**config.mk**
```make
export PLATFORM = sky130hd
export DESIGN_NAME = pixel_stream_source
export DESIGN_NICKNAME = d
export VERILOG_FILES = /design/src/rtl/pixel_stream_source_pkg.sv /design/src/rtl/pixel_stream_source_pattern_gen.sv /design/src/rtl/pixel_stream_source.sv
export SDC_FILE = /design/constraint.sdc
export NUM_CORES = 1
export LEC_CHECK = 0
export CORE_UTILIZATION = 35
export DETAILED_ROUTE_END_ITERATION = 10
export PLACE_DENSITY_LB_ADDON = 0.2
export SLEW_MARGIN = 10
export SYNTH_ARGS = -nofsm -noshare
export SYNTH_HDL_FRONTEND = slang
export SYNTH_SLANG_ARGS = --single-unit
```
**constraint.sdc**
```tcl
create_clock -name clk -period 2.6 [get_ports clk]
set_input_delay 0.39 -clock clk [delete_from_list [all_inputs] [get_ports clk]]
set_output_delay 0.39 -clock clk [all_outputs]
set_load 0.05 [all_outputs]
```
**src/rtl/pixel_stream_source_pkg.sv**
```systemverilog
// Shared definitions for the pixel stream source: register map, pattern codes,
// LFSR constants and FSM encoding.
package pixel_stream_source_pkg;

  localparam logic [4:0] ADDR_CTRL        = 5'h00;
  localparam logic [4:0] ADDR_PATTERN     = 5'h01;
  localparam logic [4:0] ADDR_CONST       = 5'h02;
  localparam logic [4:0] ADDR_GAP         = 5'h03;
  localparam logic [4:0] ADDR_STATUS      = 5'h10;
  localparam logic [4:0] ADDR_FRAME_COUNT = 5'h11;

  localparam int CTRL_START_BIT = 0;
  localparam int CTRL_CONT_BIT  = 1;
  localparam int CTRL_ABORT_BIT = 2;

  typedef enum logic [1:0] {
    PAT_RAMP    = 2'b00,
    PAT_CHECKER = 2'b01,
    PAT_CONST   = 2'b10,
    PAT_LFSR    = 2'b11
  } pattern_e;

  localparam logic [7:0] LFSR_SEED  = 8'hA5;
  localparam int         LFSR_TAP_A = 7;
  localparam int         LFSR_TAP_B = 5;
  localparam int         LFSR_TAP_C = 4;
  localparam int         LFSR_TAP_D = 3;

  typedef enum logic [1:0] {
    ST_IDLE   = 2'd0,
    ST_STREAM = 2'd1,
    ST_GAP    = 2'd2
  } state_e;

  // Fibonacci step: shift left, feedback enters at bit 0.
  function automatic logic [7:0] lfsr_next(input logic [7:0] cur);
    return {cur[6:0], cur[LFSR_TAP_A] ^ cur[LFSR_TAP_B] ^ cur[LFSR_TAP_C] ^ cur[LFSR_TAP_D]};
  endfunction

endpackage

```
**src/rtl/pixel_stream_source_pattern_gen.sv**
```systemverilog
// Pixel value generator: owns the frame LFSR and selects the pattern value
// for the current raster position.
module pixel_pattern_gen
  import pixel_stream_source_pkg::*;
#(
  parameter int XW = 5,
  parameter int YW = 5
) (
  input  logic          clk,
  input  logic          rstn,
  input  logic [XW-1:0] x,
  input  logic [YW-1:0] y,
  input  pattern_e      pattern,
  input  logic [7:0]    const_value,
  input  logic          advance,
  input  logic          reseed,
  output logic [7:0]    pixel
);

  logic [7:0] lfsr_q;
  logic       checker_on;

  // NOTE: sequential state is assigned with <= so every flop samples
  // pre-edge values regardless of statement order.
  always_ff @(posedge clk or negedge rstn) begin
    if (!rstn) begin
      lfsr_q <= LFSR_SEED;
    end else if (reseed) begin
      lfsr_q <= LFSR_SEED;
    end else if (advance) begin
      lfsr_q <= lfsr_next(lfsr_q);
    end
  end

  // Bit 3 of x^y equals ((x>>3)^(y>>3))&1, i.e. alternate 8x8 tiles.
  assign checker_on = |((16'(x) ^ 16'(y)) & 16'h0008);

  // NOTE: a default assignment before the case keeps combinational blocks
  // free of inferred latches.
  always_comb begin
    pixel = 8'h00;
    unique case (pattern)
      PAT_RAMP:    pixel = 8'(x) + 8'(y);
      PAT_CHECKER: pixel = checker_on ? 8'hFF : 8'h00;
      PAT_CONST:   pixel = const_value;
      PAT_LFSR:    pixel = lfsr_q;
      default:     pixel = 8'h00;
    endcase
  end

endmodule

```
**src/rtl/pixel_stream_source.sv**
```systemverilog
// Raster test-frame transmitter with a byte-wide register port; emits one
// pixel per STREAM cycle, separated by programmable idle gaps.
module pixel_stream_source
  import pixel_stream_source_pkg::*;
#(
  parameter int DATA_WIDTH = 8,
  parameter int IMG_WIDTH  = 32,
  parameter int IMG_HEIGHT = 32
) (
  input  logic                  clk,
  input  logic                  rstn,
  input  logic                  reg_write_en,
  input  logic [4:0]            reg_addr,
  input  logic [7:0]            reg_wdata,
  output logic [7:0]            reg_rdata,
  output logic                  out_valid,
  output logic [DATA_WIDTH-1:0] out_data,
  output logic                  out_sof,
  output logic                  out_eol,
  output logic                  out_eof
);

  localparam int XW = $clog2(IMG_WIDTH);
  localparam int YW = $clog2(IMG_HEIGHT);
  localparam logic [XW-1:0] X_LAST = XW'(IMG_WIDTH - 1);
  localparam logic [YW-1:0] Y_LAST = YW'(IMG_HEIGHT - 1);

  state_e        state_q, state_d;
  logic [XW-1:0] x_q;
  logic [YW-1:0] y_q;
  logic [7:0]    gap_cnt_q;
  logic          cont_q, done_q;
  pattern_e      pattern_q, sh_pattern_q;
  logic [7:0]    const_q, sh_const_q;
  logic [7:0]    gap_q, sh_gap_q;
  logic [7:0]    frame_count_q;
  logic [7:0]    pixel;

  logic wr_ctrl, start_req, abort_req, busy;
  logic last_x, last_y, last_pix;
  logic emit, do_start, do_abort, restart, finish, load_shadow;
  logic [7:0] next_gap;

  assign wr_ctrl   = reg_write_en && (reg_addr == ADDR_CTRL);
  assign start_req = wr_ctrl && reg_wdata[CTRL_START_BIT];
  assign abort_req = wr_ctrl && reg_wdata[CTRL_ABORT_BIT];
  assign busy      = (state_q != ST_IDLE);

  assign last_x   = (x_q == X_LAST);
  assign last_y   = (y_q == Y_LAST);
  assign last_pix = last_x && last_y;

  // Abort beats start, and beats the pixel that would have been emitted.
  assign emit        = (state_q == ST_STREAM) && !abort_req;
  assign do_start    = !busy && start_req && !abort_req;
  assign do_abort    = busy && abort_req;
  assign restart     = emit && last_pix && cont_q;
  assign finish      = emit && last_pix && !cont_q;
  assign load_shadow = do_start || restart;
  assign next_gap    = restart ? gap_q : sh_gap_q;

  always_ff @(posedge clk or negedge rstn) begin
    if (!rstn) state_q <= ST_IDLE;
    else       state_q <= state_d;
  end

  always_comb begin
    state_d = state_q;
    unique case (state_q)
      ST_IDLE:   if (do_start) state_d = ST_STREAM;
      ST_STREAM: begin
        if (do_abort || finish) state_d = ST_IDLE;
        else if (next_gap != 8'd0) state_d = ST_GAP;
        else state_d = ST_STREAM;
      end
      ST_GAP: begin
        if (do_abort) state_d = ST_IDLE;
        else if (gap_cnt_q <= 8'd1) state_d = ST_STREAM;
      end
      default: state_d = ST_IDLE;
    endcase
  end

  // NOTE: every flop, including config and shadow copies, sits on the
  // async reset so a mid-frame reset leaves no stale configuration behind.
  always_ff @(posedge clk or negedge rstn) begin
    if (!rstn) begin
      x_q           <= '0;
      y_q           <= '0;
      gap_cnt_q     <= 8'd0;
      cont_q        <= 1'b0;
      done_q        <= 1'b0;
      pattern_q     <= PAT_RAMP;
      const_q       <= 8'd0;
      gap_q         <= 8'd0;
      sh_pattern_q  <= PAT_RAMP;
      sh_const_q    <= 8'd0;
      sh_gap_q      <= 8'd0;
      frame_count_q <= 8'd0;
      out_valid     <= 1'b0;
      out_data      <= '0;
      out_sof       <= 1'b0;
      out_eol       <= 1'b0;
      out_eof       <= 1'b0;
    end else begin
      if (reg_write_en) begin
        unique case (reg_addr)
          ADDR_CTRL:    cont_q    <= reg_wdata[CTRL_CONT_BIT];
          ADDR_PATTERN: pattern_q <= pattern_e'(reg_wdata[1:0]);
          ADDR_CONST:   const_q   <= reg_wdata;
          ADDR_GAP:     gap_q     <= reg_wdata;
          default: ;
        endcase
      end

      if (load_shadow) begin
        sh_pattern_q <= pattern_q;
        sh_const_q   <= const_q;
        sh_gap_q     <= gap_q;
      end

      if (do_start) done_q <= 1'b0;
      else if (finish) done_q <= 1'b1;

      if (emit && last_pix) frame_count_q <= frame_count_q + 8'd1;

      if (do_start || do_abort) begin
        x_q <= '0;
        y_q <= '0;
      end else if (emit) begin
        if (last_x) begin
          x_q <= '0;
          y_q <= last_y ? '0 : y_q + 1'b1;
        end else begin
          x_q <= x_q + 1'b1;
        end
      end

      if (emit) gap_cnt_q <= next_gap;
      else if (state_q == ST_GAP && gap_cnt_q != 8'd0) gap_cnt_q <= gap_cnt_q - 8'd1;

      out_valid <= emit;
      out_data  <= emit ? DATA_WIDTH'(pixel) : '0;
      out_sof   <= emit && (x_q == '0) && (y_q == '0);
      out_eol   <= emit && last_x;
      out_eof   <= emit && last_pix;
    end
  end

  pixel_pattern_gen #(
    .XW (XW),
    .YW (YW)
  ) u_pattern_gen (
    .clk         (clk),
    .rstn        (rstn),
    .x           (x_q),
    .y           (y_q),
    .pattern     (sh_pattern_q),
    .const_value (sh_const_q),
    .advance     (emit),
    .reseed      (load_shadow),
    .pixel       (pixel)
  );

  always_comb begin
    reg_rdata = 8'h00;
    unique case (reg_addr)
      ADDR_CTRL:        reg_rdata = {6'b0, cont_q, 1'b0};
      ADDR_PATTERN:     reg_rdata = {6'b0, pattern_q};
      ADDR_CONST:       reg_rdata = const_q;
      ADDR_GAP:         reg_rdata = gap_q;
      ADDR_STATUS:      reg_rdata = {6'b0, done_q, busy};
      ADDR_FRAME_COUNT: reg_rdata = frame_count_q;
      default:          reg_rdata = 8'h00;
    endcase
  end

endmodule
```
==> results of run 1 <==
==> synthesized netlist by cell type, types with 4 or more instances <==
cell type | number | share of area (%)
a21oi_1 | 21 | 2.3
and2_1 | 6 | 0.82
and3_1 | 6 | 0.82
clkbuf_1 | 9 | 0.74
dfrtp_1 | 82 | 45
dfstp_2 | 4 | 2.3
ha_1 | 15 | 4.1
inv_1 | 8 | 0.66
mux2_2 | 28 | 6.9
mux2_4 | 15 | 4.9
mux2i_1 | 17 | 3.7
nand2_1 | 43 | 3.5
nand3_1 | 6 | 0.66
nand3b_1 | 5 | 0.82
nand4_1 | 5 | 0.69
nor2_1 | 13 | 1.1
nor3_1 | 8 | 0.88
nor4_1 | 5 | 0.69
nor4b_1 | 5 | 0.96
o21ai_0 | 14 | 1.5
xnor2_1 | 10 | 1.9
xor2_1 | 8 | 1.5
==> final cells by class <==
class	instances	area, um2
Fill cell	1229	7120
Timing Repair Buffer	55	603
Multi-Input combinational cell	285	2260
Sequential cell	86	2160
Tap cell	172	215
Clock buffer	12	236
Inverter	9	33.8
Clock inverter	4	47.5
==> repair_timing <==
| action | in CTS | in global routing |
|---|---|---|
| gates resized for setup | 0 | 2 |
| setup buffers | 0 | 0 |
| setup endpoints to repair | 0 | 7 |
==> routing by layer <==
| layer | vias to the layer above | share of wire, % | global-route usage [%] |
|---|---|---|---|
| met3 | 10 | 3.2 | 2.93 |
| met5 | - | 0 | 0 |
| li1 | 1541 | - | - |
| met1 | 1580 | 49 | 23.6 |
| met2 | 71 | 47 | 26.4 |
| met4 | 0 | 1.4 | 7.69 |
==> power by group <==
part	internal [mW]	switching, mW
Combinational	0.591	0.673
Sequential	1.60	0.291
Clock	0.742	0.515
Total	2.94	1.48
==> kinds of logic (layout without fill, tap and decap cells) <==
logic type | Yosys count | count (layout) | synth area share [%]
buffers and inverters | 27 | 80 | 3.16
AND/OR/NAND/NOR | 125 | 125 | 15.3
AO/OA/AOI/OAI | 63 | 63 | 9.10
multiplexers | 63 | 63 | 17.1
XOR/XNOR | 18 | 18 | 3.46
flip-flops | 86 | 86 | 47.4
adder cells (fa/ha/maj) | 16 | 16 | 4.56
==> worst paths after layout <==
check / startpoint / endpoint / slack [ns]
min in group clk: frame_count_q[7] / frame_count_q[7] / 0.48
worst min-delay path: rstn / out_sof / 0.21
worst max-delay path: reg_addr[3] / reg_rdata[5] / 0.04
worst max register to register: y_q[1] / sh_const_q[0] / 0.22
worst min register to register: frame_count_q[7] / frame_count_q[7] / 0.48
max in group asynchronous: rstn / out_data[5] / 1.71
==> flip-flops by register name, summed over array words and instances (netlist names) <==
signal,cells
gap_cnt_q,8
out_valid,1
state_q,2
out_eol,1
x_q,5
sh_pattern_q,2
sh_const_q,8
out_eof,1
u_pattern_gen.lfsr_q,8
const_q,8
sh_gap_q,8
done_q,1
pattern_q,2
cont_q,1
gap_q,8
out_data,8
frame_count_q,8
out_sof,1
y_q,5
==> metrics.txt, run 1 <==
hpwl dp=7510 um; Starting Density=35.9%; Routed Wire Length=10300 um; leakage=2.49 nW; Seq cells post-synth=86; library cells used by synthesis=62; vias per cell=5.14; Worst Reg-to-Reg Cells=8; Critical Path, Cell by Cell=clkdlybuf4s50_1 -> or4b_1 -> o21ai_0 -> buf_12; dpl cell area=5260 um2; Core ar.=12700 um2; mapped cell area=4550 um2; delay-heaviest family, CP=simple AND/OR/NAND/NOR gates; status=finished, final reports clean; CTS buffer count=9; Site Rows=41; first-pass GRT wire length=17200 um; Slowest cell on crit path=or4b_1; placed cells=607; maximum vdd ir drop=0.347 mV; Max stage delay on crit path=0.68 ns; FFs w/ async S/R, synth=100%; root buffer cell=clkbuf_16; Critical Path AT=2.17 ns; post-synthesis sequential area ratio=47.4%; fin crit share=98.3%; CTS sink cnt=86; EDFF count, synth=0; io pins=36; worst hold slack=0.211 ns; clk buf depth=2; Die Height=116 um; H-tree depth=3; unrepaired setup endpoints after global routing=yes; wire length per cell=16.5 um; GRT overflow=0; Setup WS pre-CTS=0.0421 ns; GRT Util Overall=17.1%; Crit path depth=4; CP required=2.21 ns; final setup margin=0.0450 ns; Post-synth top flop=dfrtp_1; Critical Path Fanout Max=9; clk slew on worst S/H paths=0.06 ns; mean post-synth cell area=11.4 um2; die area=13500 um2; Final TNS setup=0 ns; post-layout min period=2.56 ns; crit start category=input pin; Final Cell Area=5550 um2; Slew headroom=33.4%; largest net degree at the start of global routing=79; Fin. Hold Viols=0; pwr/cell area=796 nW/um2; diode count=0; Ys Warns=0; Port Buffers=35; # nets final=478; critical path buffer and inverter count=2; DRT Pass-1 Iters=4; CTS tree=done; Power, Total=4.42 mW; Max Slew Vio Count=0; Hold WC Path Type=in2async; initial drt markers=171; WS Path Type=in2out; via count of the routed design=3202; detailed-route DRC error count=0; CP Capture Type=output port; final core utilization=43.8%; most used cells in the layout excluding fill and tap cells=dfrtp_1 (82), nand2_1 (43), mux2_2 (28); maximum operating frequency=0.391 GHz; synth-to-layout area growth=21.9%; Hold-fix buffers, CTS=0; vias in the first global route=3203; share of layout cells above drive strength 1=23.3%; commonest non-fill, non-tap cell in the layout=dfrtp_1; die width=116 um; worst slew pin tran=0.999 ns; routability cong.=0.809; initial antenna violation count=0; skew final=0.00538 ns; Max-Cap Viols=0; fin cells=623; Worst-Skew Late Latency=0.34 ns; Setup Viol. Count Final=0; Mapped Cells=398; Synthesized Nets=430; post-route ant nets=0
Power figures use the tool's default switching activity.
==> inputs of run 2 (changes only) <==
--- a/config.mk
+++ b/config.mk
@@ -5,7 +5,8 @@
 export SDC_FILE = /design/constraint.sdc
 export NUM_CORES = 1
 export LEC_CHECK = 0
-export CORE_UTILIZATION = 35
+export CORE_UTILIZATION = 55
+export CTS_CLUSTER_DIAMETER = 50
 export DETAILED_ROUTE_END_ITERATION = 10
 export PLACE_DENSITY_LB_ADDON = 0.2
 export SLEW_MARGIN = 10
==> run 2 against run 1 <==
Non-clock buffer count shrank 2. Total power shrank 4.4%. Largest power group unchanged. Utilization grew 25 points. Wire length shrank 7.5%. Sequential share of layout area grew 1.1 points. Clock power shrank 15%. Combinational power is essentially flat. Critical path type unchanged. Setup slack gained 0.017 ns. Clock-buffer cell count shrank 2.
==> metrics.txt, run 2 (synthesis results as in run 1) <==
status=finished, final reports clean (unchanged); maximum vdd ir drop=0.321 mV (was 0.347 mV); leakage=2.46 nW (was 2.49 nW); worst slew pin tran=0.566 ns (was 0.999 ns); Hold-fix buffers, CTS=0 (unchanged); Starting Density=58.0% (was 35.9%); clk slew on worst S/H paths=0.09 ns (was 0.06 ns); die width=93.0 um (was 116 um); diode count=0 (unchanged); Critical Path Fanout Max=9 (unchanged); unrepaired setup endpoints after global routing=yes (unchanged); fill count=599 (was 1229); share of layout cells above drive strength 1=23.6% (was 23.3%); WS Path Type=in2out (unchanged); Top Usage Layer GRT=met2 (unchanged); Worst-Skew Late Latency=0.36 ns (was 0.34 ns); GRT overflow=0 (unchanged); Slowest cell on crit path=or4b_1 (unchanged); CTS buffer count=9 (unchanged); final setup margin=0.0624 ns (was 0.0450 ns); Final Cell Area=5400 um2 (was 5550 um2); post-route ant nets=0 (unchanged); clk buf depth=2 (unchanged); commonest non-fill, non-tap cell in the layout=dfrtp_1 (unchanged); first-pass GRT wire length=16300 um (was 17200 um); initial drt markers=175 (was 171); # nets final=476 (was 478); crit start category=input pin (unchanged); io pins=36 (unchanged); hpwl dp=6910 um (was 7510 um); most used cells in the layout excluding fill and tap cells=dfrtp_1 (82), nand2_1 (43), mux2_2 (28) (unchanged); Critical Path, Cell by Cell=clkdlybuf4s50_1 -> buf_4 -> or4b_1 -> o21ai_0 -> buf_12 (was clkdlybuf4s50_1 -> or4b_1 -> o21ai_0 -> buf_12); pwr/cell area=782 nW/um2 (was 796 nW/um2); Fin. Hold Viols=0 (unchanged); Routed Wire Length=9530 um (was 10300 um); wire length per cell=17.3 um (was 16.5 um); Site Rows=32 (was 41); vias per cell=5.74 (was 5.14); Core ar.=7850 um2 (was 12700 um2); Setup WS pre-CTS=0.0306 ns (was 0.0421 ns); DRT Pass-1 Iters=4 (unchanged); initial antenna violation count=0 (unchanged); fin cells=551 (was 623); GRT Util Overall=24.8% (was 17.1%); skew final=0.0106 ns (was 0.00538 ns); maximum operating frequency=0.394 GHz (was 0.391 GHz); CTS sink cnt=86 (unchanged); met3 usage=5.28% (was 2.93%); Slew headroom=62.3% (was 33.4%); Setup Viol. Count Final=0 (unchanged); dpl cell area=5160 um2 (was 5260 um2); H-tree depth=3 (unchanged); Hold WC Path Type=in2async (unchanged); Critical Path AT=2.15 ns (was 2.17 ns); synth-to-layout area growth=18.5% (was 21.9%); CP required=2.21 ns (about the same); die area=8650 um2 (was 13500 um2); Multi-input gate area=2260 um2 (unchanged); Port Buffers=35 (unchanged); CP Capture Type=output port (unchanged); routability cong.=0.852 (was 0.809); GR Util met2=39.6% (was 26.4%); via count of the routed design=3164 (was 3202); Max-Cap Viols=0 (unchanged); placed cells=535 (was 607); vias in the first global route=3236 (was 3203); fin crit share=97.6% (was 98.3%); largest net degree at the start of global routing=45 (was 79); post-layout min period=2.54 ns (was 2.56 ns); detailed-route DRC error count=0 (unchanged); Die Height=93.0 um (was 116 um); Max stage delay on crit path=0.60 ns (was 0.68 ns); met1 Use GR=34.7% (was 23.6%); Max Slew Vio Count=0 (unchanged); buffer count from post-CTS setup fixing=0 (unchanged); sequential cell area=2160 um2 (unchanged); root buffer cell=clkbuf_8 (was clkbuf_16); CTS tree=done (unchanged)
-- run 2: critical path, delay by kind of cell --
kind	cells	cell delay, ns
buf+inv	3	0.78
simple gates	1	0.60
compound gates	1	0.36
-- run 2: final timing paths --
path	start	to	slack, ns	cells after the start
setup / recovery	reg_addr[1]	reg_rdata[7]	0.06	5
hold / removal	rstn	out_eol	0.02	1
setup reg to reg	y_q[1]	u_pattern_gen.lfsr_q[0]	0.30	8
hold reg to reg	frame_count_q[7]	frame_count_q[7]	0.48	1
max in group asynchronous	rstn	u_pattern_gen.lfsr_q[7]	1.89	2
min in group clk	frame_count_q[7]	frame_count_q[7]	0.48	1
-- run 2: layout make-up --
cell class	count	area share, %
multi-input combinational	285	41.9
clock buffer	10	2.55
clock inverter	6	1.72
sequential	86	40.0
timing repair buffer	53	10.9
tap	102	2.37
inverter	9	0.626
-- run 2: stage by stage --
| stage | hold WS (ns) | setup TNS (ns) | util (%) | power, mW |
|---|---|---|---|---|
| after floorplan | 0.0944 | -0.832 | - | 2.74 |
| after global placement | 0.418 | 0 | 65.7 | 3.12 |
| after detailed placement | 0.422 | 0 | 65.7 | 3.17 |
| after CTS | 0.0269 | 0 | 68.7 | 4.25 |
| after global routing | 0.0537 | -0.0242 | 68.8 | 4.49 |
| final | 0.0192 | 0 | 68.8 | 4.22 |
-- run 2: layer usage --
metal	vias to the layer above	wire length (um)
met3	6	431
li1	1534	-
met2	82	4560
met1	1542	4430
met4	0	99
met5	-	0
-- run 2: report_power, final --
part	switching, mW	internal (mW)
Sequential	0.288	1.60
Clock	0.496	0.572
Combinational	0.672	0.592
-- run 2: timing repair --
item / in CTS / in global routing
hold endpoints to repair: 0 / 0
resized for setup: 0 / 6
setup endpoints to repair: 0 / 6
